==> config.mk <==
export PLATFORM = sky130hd
export DESIGN_NAME = fifo_stream_reader_flat
export DESIGN_NICKNAME = d
export VERILOG_FILES = /design/src/rtl/fifo_stream_reader_if.sv /design/src/rtl/fifo_stream_reader.sv /design/src/flat_wrapper.sv
export SDC_FILE = /design/constraint.sdc
export NUM_CORES = 1
export LEC_CHECK = 0
export ABC_AREA = 1
export ABC_CLOCK_PERIOD_IN_PS = 1500
export BUFFER_PORTS_ARGS = -buffer_cell sky130_fd_sc_hd__buf_2
export CAP_MARGIN = 5
export CELL_PAD_IN_SITES_DETAIL_PLACEMENT = 1
export CELL_PAD_IN_SITES_GLOBAL_PLACEMENT = 2
export CORE_UTILIZATION = 31
export CTS_CLUSTER_SIZE = 12
export DETAILED_ROUTE_END_ITERATION = 12
export PLACE_DENSITY_LB_ADDON = 0.1
export SYNTH_ARGS = -nofsm -noshare
export SYNTH_HDL_FRONTEND = slang
export SYNTH_SLANG_ARGS = --single-unit
==> constraint.sdc <==
create_clock -name clk -period 1.5 [get_ports clk]
set_input_delay 0.225 -clock clk [delete_from_list [all_inputs] [get_ports clk]]
set_output_delay 0.225 -clock clk [all_outputs]
set_load 0.05 [all_outputs]
==> src/rtl/fifo_stream_reader_if.sv <==
// Valid/ready stream carrying the words drained from the synchronous FIFO.
interface fifo_stream_reader_if #(
    parameter int DATA_WIDTH = 8
);
    logic [DATA_WIDTH-1:0] m_data;
    logic                  m_valid;
    logic                  m_ready;

    modport master (
        output m_data,
        output m_valid,
        input  m_ready
    );

    modport slave (
        input  m_data,
        input  m_valid,
        output m_ready
    );
endinterface

==> src/rtl/fifo_stream_reader.sv <==
// Drains a registered-output synchronous FIFO into a valid/ready stream through a
// 2-entry buffer that tracks the read in flight, so the FIFO is never over-read.
module fifo_stream_reader #(
    parameter int DATA_WIDTH = 8,
    parameter int CNT_WIDTH  = 16
) (
    input  logic                  clk,
    input  logic                  rst_n,
    output logic                  fifo_rd_en,
    input  logic [DATA_WIDTH-1:0] fifo_rd_data,
    input  logic                  fifo_empty,
    fifo_stream_reader_if.master  m,
    input  logic                  flush,
    output logic [1:0]            buf_level,
    output logic [CNT_WIDTH-1:0]  words_out
);

    localparam logic [CNT_WIDTH-1:0] CNT_ONE = {{(CNT_WIDTH-1){1'b0}}, 1'b1};

    logic [DATA_WIDTH-1:0] buf_mem [2];
    logic                  head;
    logic                  tail;
    logic [1:0]            buf_count;
    logic                  inflight;

    logic                  valid_int;
    logic                  pop;
    logic                  capture;
    logic [2:0]            occupancy;

    assign valid_int = (buf_count != 2'd0);
    assign pop       = valid_int && m.m_ready;
    assign capture   = inflight && !flush;
    assign occupancy = {1'b0, buf_count} + {2'b00, inflight};

    // A read may only be issued when its word is guaranteed a slot on return,
    // counting the word already in flight; a same-cycle pop frees one slot.
    always_comb begin
        fifo_rd_en = 1'b0;
        if (rst_n && !flush && !fifo_empty) begin
            if (occupancy < 3'd2) begin
                fifo_rd_en = 1'b1;
            end else if ((occupancy == 3'd2) && pop) begin
                fifo_rd_en = 1'b1;
            end
        end
    end

    always_ff @(posedge clk or negedge rst_n) begin
        if (!rst_n) begin
            inflight   <= 1'b0;
            head       <= 1'b0;
            tail       <= 1'b0;
            buf_count  <= 2'd0;
            buf_mem[0] <= '0;
            buf_mem[1] <= '0;
        end else if (flush) begin
            inflight  <= 1'b0;
            head      <= 1'b0;
            tail      <= 1'b0;
            buf_count <= 2'd0;
        end else begin
            inflight <= fifo_rd_en;
            if (capture) begin
                buf_mem[tail] <= fifo_rd_data;
                tail          <= ~tail;
            end
            if (pop) begin
                head <= ~head;
            end
            case ({capture, pop})
                2'b10:   buf_count <= buf_count + 2'd1;
                2'b01:   buf_count <= buf_count - 2'd1;
                default: buf_count <= buf_count;
            endcase
        end
    end

    // A word accepted in the flush cycle still left the block, so it is counted.
    always_ff @(posedge clk or negedge rst_n) begin
        if (!rst_n) begin
            words_out <= '0;
        end else if (pop) begin
            words_out <= words_out + CNT_ONE;
        end
    end

    assign m.m_valid = valid_int;
    assign m.m_data  = buf_mem[head];
    assign buf_level = buf_count;

endmodule
==> src/flat_wrapper.sv <==
// flat-port wrapper written by rule: the top's interface ports become plain ports
module fifo_stream_reader_flat 
#(
    parameter int DATA_WIDTH = 8,
    parameter int CNT_WIDTH  = 16
)
  (clk, rst_n, fifo_rd_en, fifo_rd_data, fifo_empty, flush, buf_level, words_out, m_m_data, m_m_valid, m_m_ready);
  fifo_stream_reader_if #(.DATA_WIDTH(DATA_WIDTH)) m_i ();
  input  logic clk;
  input  logic rst_n;
  output logic fifo_rd_en;
  input  logic [DATA_WIDTH-1:0] fifo_rd_data;
  input  logic fifo_empty;
  input  logic flush;
  output logic [1:0] buf_level;
  output logic [CNT_WIDTH-1:0] words_out;
  output wire logic [$bits(m_i.m_data)-1:0] m_m_data;
  output wire logic [$bits(m_i.m_valid)-1:0] m_m_valid;
  input wire logic [$bits(m_i.m_ready)-1:0] m_m_ready;
  assign m_m_data = m_i.m_data;
  assign m_m_valid = m_i.m_valid;
  assign m_i.m_ready = m_m_ready;
  fifo_stream_reader #(.DATA_WIDTH(DATA_WIDTH), .CNT_WIDTH(CNT_WIDTH)) u_core (.clk(clk), .rst_n(rst_n), .fifo_rd_en(fifo_rd_en), .fifo_rd_data(fifo_rd_data), .fifo_empty(fifo_empty), .m(m_i), .flush(flush), .buf_level(buf_level), .words_out(words_out));
endmodule
==> impl_metrics.py <==
metrics = {
    "place": {
        "port_buffers": 40,
        "preCtsSetupSlack_ns": -0.1280,
        "placedCellCount": 335,
        "dp_hpwl_um": 3110,
        "placedInstanceArea_um2": 2227,
        "routabilityCongestion": 0.6982,
    },
    "detailed_routing": {
        "drt_drc_violations_left": 0,
        "drt_iter0_drc": 95,
        "dr_total_vias": 1599,
        "via_per_inst": 4.621,
        "drt_first_pass_iters": 4,
        "postRouteAntennaNets": 0,
        "avgRoutedWirePerCell_um": 12.57,
        "postRouteWirelength_um": 4349,
    },
    "setup_path": {
        "timing.critical_path.slowest_stage_cell": "sky130_fd_sc_hd__dfrtp_2",
        "critical_path_required_ns": 1.27,
        "worstPathArrival_ns": 1.56,
        "critPathMostFrequentCell": "sky130_fd_sc_hd__ha_2",
        "crit_chain": "ha_2, ha_2, nor2_4, a31oi_4, nor3_4, buf_6",
        "crit_path_max_incr_delay_ns": 0.41,
        "path_max_fanout": 2,
        "worstSetupStartpointType": "flip-flop",
        "crit_type": "reg -> out",
        "timing.critical_path.to_type": "output pin",
    },
    "synthesis": {
        "synth-compound-area-share": 0.07548,
        "synth_area_per_cell_um2": 8.592,
        "ys_seq_elements": 37,
        "ys_seq_area_frac": 0.4943,
        "number_of_different_library_cells_in_the_post_synthesis_netlist": 26,
        "synth_simple_gate_area_share": 0.2745,
        "synth.largest_area_cell": "sky130_fd_sc_hd__dfrtp_1",
        "netlist_instances": 218,
        "main_combinational_cell_family_by_area_after_synthesis": "simple AND/OR/NAND/NOR gates",
        "synth_mux_area_frac": 0,
        "syn_warnings": 0,
        "yosys.area_share.xor_xnor": 0.05611,
        "synth_top_area_share": 0.4943,
        "asyncSetResetFlopFracSynth": 1.000,
        "synth_area_um2": 1873,
        "top_ff_cell_synth": "sky130_fd_sc_hd__dfrtp_1",
        "post_synth_main_area_contributors": "sky130_fd_sc_hd__dfrtp_1 49%, sky130_fd_sc_hd__nand2_1 14%, sky130_fd_sc_hd__inv_1 4.8%",
        "synth_edf_count": 0,
        "syn-num-nets": 235,
        "yosys.area_share.adder": 0.02672,
    },
    "cells_and_area": {
        "finish.net_count": 290,
        "mostFrequentLayoutCells": "70 x sky130_fd_sc_hd__nand2_1, 35 x sky130_fd_sc_hd__buf_2, 31 x sky130_fd_sc_hd__dfrtp_1",
        "layout.cell_area.non_filler_um2": 2461,
        "final.fill_count": 697,
        "final_cells": 346,
        "share_of_final_layout_standard_cells_stronger_than_drive_strength_1": 0.3686,
        "area_delta_synth_final_pct": 31.40,
        "antenna_cells": 0,
        "layout.cells.most_common": "sky130_fd_sc_hd__nand2_1",
    },
    "flow_run": {
        "maxCapViolCount": 0,
    },
    "sta": {
        "setup-violations-final": 1,
        "largest_clock_skew_in_the_final_design_ns": 0.005967,
        "totalNegativeSetupSlack_ns": -0.2889,
        "max_freq_mhz": 559.0,
        "worstMarginPinSlew_ns": 0.4762,
        "report.final.hold_viol_count": 0,
        "period_share": 1.193,
        "slew_headroom": 0.6825,
        "setup_ws_ns": -0.2889,
        "layout_min_cycle_time_ns": 1.789,
        "unrepaired_setup_endpoints_after_global_routing": "true",
        "drv_slew": 0,
    },
    "global_routing": {
        "global_route.usage.met1": 0.2031,
        "vias_in_the_first_global_route": 1560,
        "largest_net_degree_at_the_start_of_global_routing": 38,
        "grt_antenna_before_repair": 0,
        "use_met2": 0.2436,
        "grt_util_all_layers": 0.1512,
        "gr-usage-met3": 0.03314,
        "grt_most_used_layer": "met2",
        "global_route.overflow_total": 0,
        "wire_length_of_the_first_global_routing_pass_um": 7369,
    },
    "clocking": {
        "ctsRootBufferMaster": "sky130_fd_sc_hd__clkbuf_8",
        "htreeDepth": 2,
        "clockBufferDepth": 2,
        "clock_transition_at_path_regs_ns": 0.08,
        "tritoncts.num_buffers": 5,
        "clock_sinks": 37,
        "clock_insertion_delay_worst_skew_ns": 0.29,
        "tritoncts": "yes",
    },
    "floorplanning": {
        "dieArea_um2": 6357,
        "start_util": 0.3300,
        "fp-row-count": 27,
        "horizontal_die_dimension_um": 79.73,
        "core_um2": 5675,
        "fp.dieH_um": 79.73,
        "top_level_ports": 41,
    },
    "power_and_ir_drop": {
        "power.share.switching": 0.4244,
        "vdd.ir_drop.worst_mv": 0.8490,
        "leak_pwr_nw": 1.319,
        "p_seq_frac": 0.332,
        "combinationalPowerShare": 0.427,
        "net-switching-power_w": 0.001813,
        "power.share.clock": 0.241,
        "power_report.internal_total_w": 0.002459,
        "cellPowerDensity_nw_per_um2": 1736,
    },
    "run_status": {
        "run_status": "finished, violations left",
        "failed_checks": "setup timing",
    },
    "min_path": {
        "worstHoldPathType": "in -> async",
    },
}
## final timing paths
kind / startpoint / endpoint / slack [ns] / cells past startpoint
max reg2reg: u_core.buf_level[0] / u_core.words_out[13] / 0.12 / 9
min: rst_n / u_core.buf_mem[1] / 0.02 / 2
max: u_core.buf_level[0] / fifo_rd_en / -0.29 / 6
min reg2reg: u_core.buf_mem[8] / u_core.buf_mem[8] / 0.48 / 2
max in group asynchronous: rst_n / u_core.words_out[1] / 1.11 / 2
min in group clk: fifo_empty / u_core.inflight / 0.15 / 2
## sequential cells by signal (all words and copies together), names as in the netlist
register          cells
u_core.head           1
u_core.words_out     16
u_core.inflight       1
u_core.buf_mem       16
u_core.tail           1
u_core.buf_level      2
## Yosys cell counts, types with 3 or more instances
cell type	n
sky130_fd_sc_hd__inv_1	24
sky130_fd_sc_hd__xor2_1	7
sky130_fd_sc_hd__dfrtp_1	37
sky130_fd_sc_hd__nand2_2	4
sky130_fd_sc_hd__nand3_1	10
sky130_fd_sc_hd__nor2_1	9
sky130_fd_sc_hd__inv_2	3
sky130_fd_sc_hd__nor3_1	3
sky130_fd_sc_hd__xnor2_1	5
sky130_fd_sc_hd__o21ai_2	8
sky130_fd_sc_hd__o21ai_0	9
sky130_fd_sc_hd__nand2_1	71
sky130_fd_sc_hd__nand4_1	5
sky130_fd_sc_hd__nor2_2	4
sky130_fd_sc_hd__ha_1	4
## through the flow
| stage | power, W | hold WS [ns] | util |
|---|---|---|---|
| 4_1_cts | 0.004228 | 0.04019 | 0.4198 |
| 3_5_place_dp | 0.003143 | 0.3565 | 0.3924 |
| 3_3_place_gp | 0.003119 | 0.3612 | 0.3924 |
| 6_report | 0.004272 | 0.01880 | 0.4336 |
| 2_1_floorplan | 0.002709 | -0.07059 | - |
| 5_1_grt | 0.004538 | 0.04343 | 0.4336 |
## power by group through the flow
| stage | Clock (W) | Combinational (W) | Sequential, W |
|---|---|---|---|
| 6_report | 0.00103 | 0.00182 | 0.00142 |
| 5_1_grt | 0.00110 | 0.00198 | 0.00146 |
| 3_5_place_dp | 0 | 0.00171 | 0.00143 |
| 4_1_cts | 0.00106 | 0.00175 | 0.00142 |
| 2_1_floorplan | 0 | 0.00101 | 0.00170 |
| 3_3_place_gp | 0 | 0.00169 | 0.00143 |
## layout make-up
class	instances	area, um2	area share
clock inverters	3	65.06	0.02644
inverters	28	106.4	0.04321
repair buffers	52	310.3	0.1261
clock buffers	5	68.82	0.02796
multi-input cells	149	887.1	0.3604
well taps	72	90.09	0.03660
flip-flops and latches	37	933.4	0.3793
## critical path: cells and delay by family (launching register included)
family | cells | cell delay (ns)
buf+inv | 1 | 0.18
compound gates | 1 | 0.10
fa+ha+maj | 2 | 0.38
flops | 1 | 0.41
simple gates | 2 | 0.22
## repair_timing
| action | 4_1_cts | 5_1_grt |
|---|---|---|
| setup buffers | 0 | 3 |
| setup endpoints to repair | 9 | 10 |
| pin swaps | 2 | 3 |
| hold buffers | 0 | 0 |
| resized for setup | 6 | 16 |
## layer usage
metal	routed length, um	up-vias	share of wire
li1	-	790	-
met1	2060	770	0.47
met2	2046	32	0.47
met3	200	7	0.046
met4	42	0	0.0097
met5	0	-	0
## cells by family after synthesis
| family | Yosys count |
|---|---|
| buf+inv | 32 |
| simple gates | 111 |
| compound gates | 22 |
| fa+ha+maj | 4 |
| xor+xnor | 12 |
| flops | 37 |
Note: power is estimated with default switching activity, not from simulation.
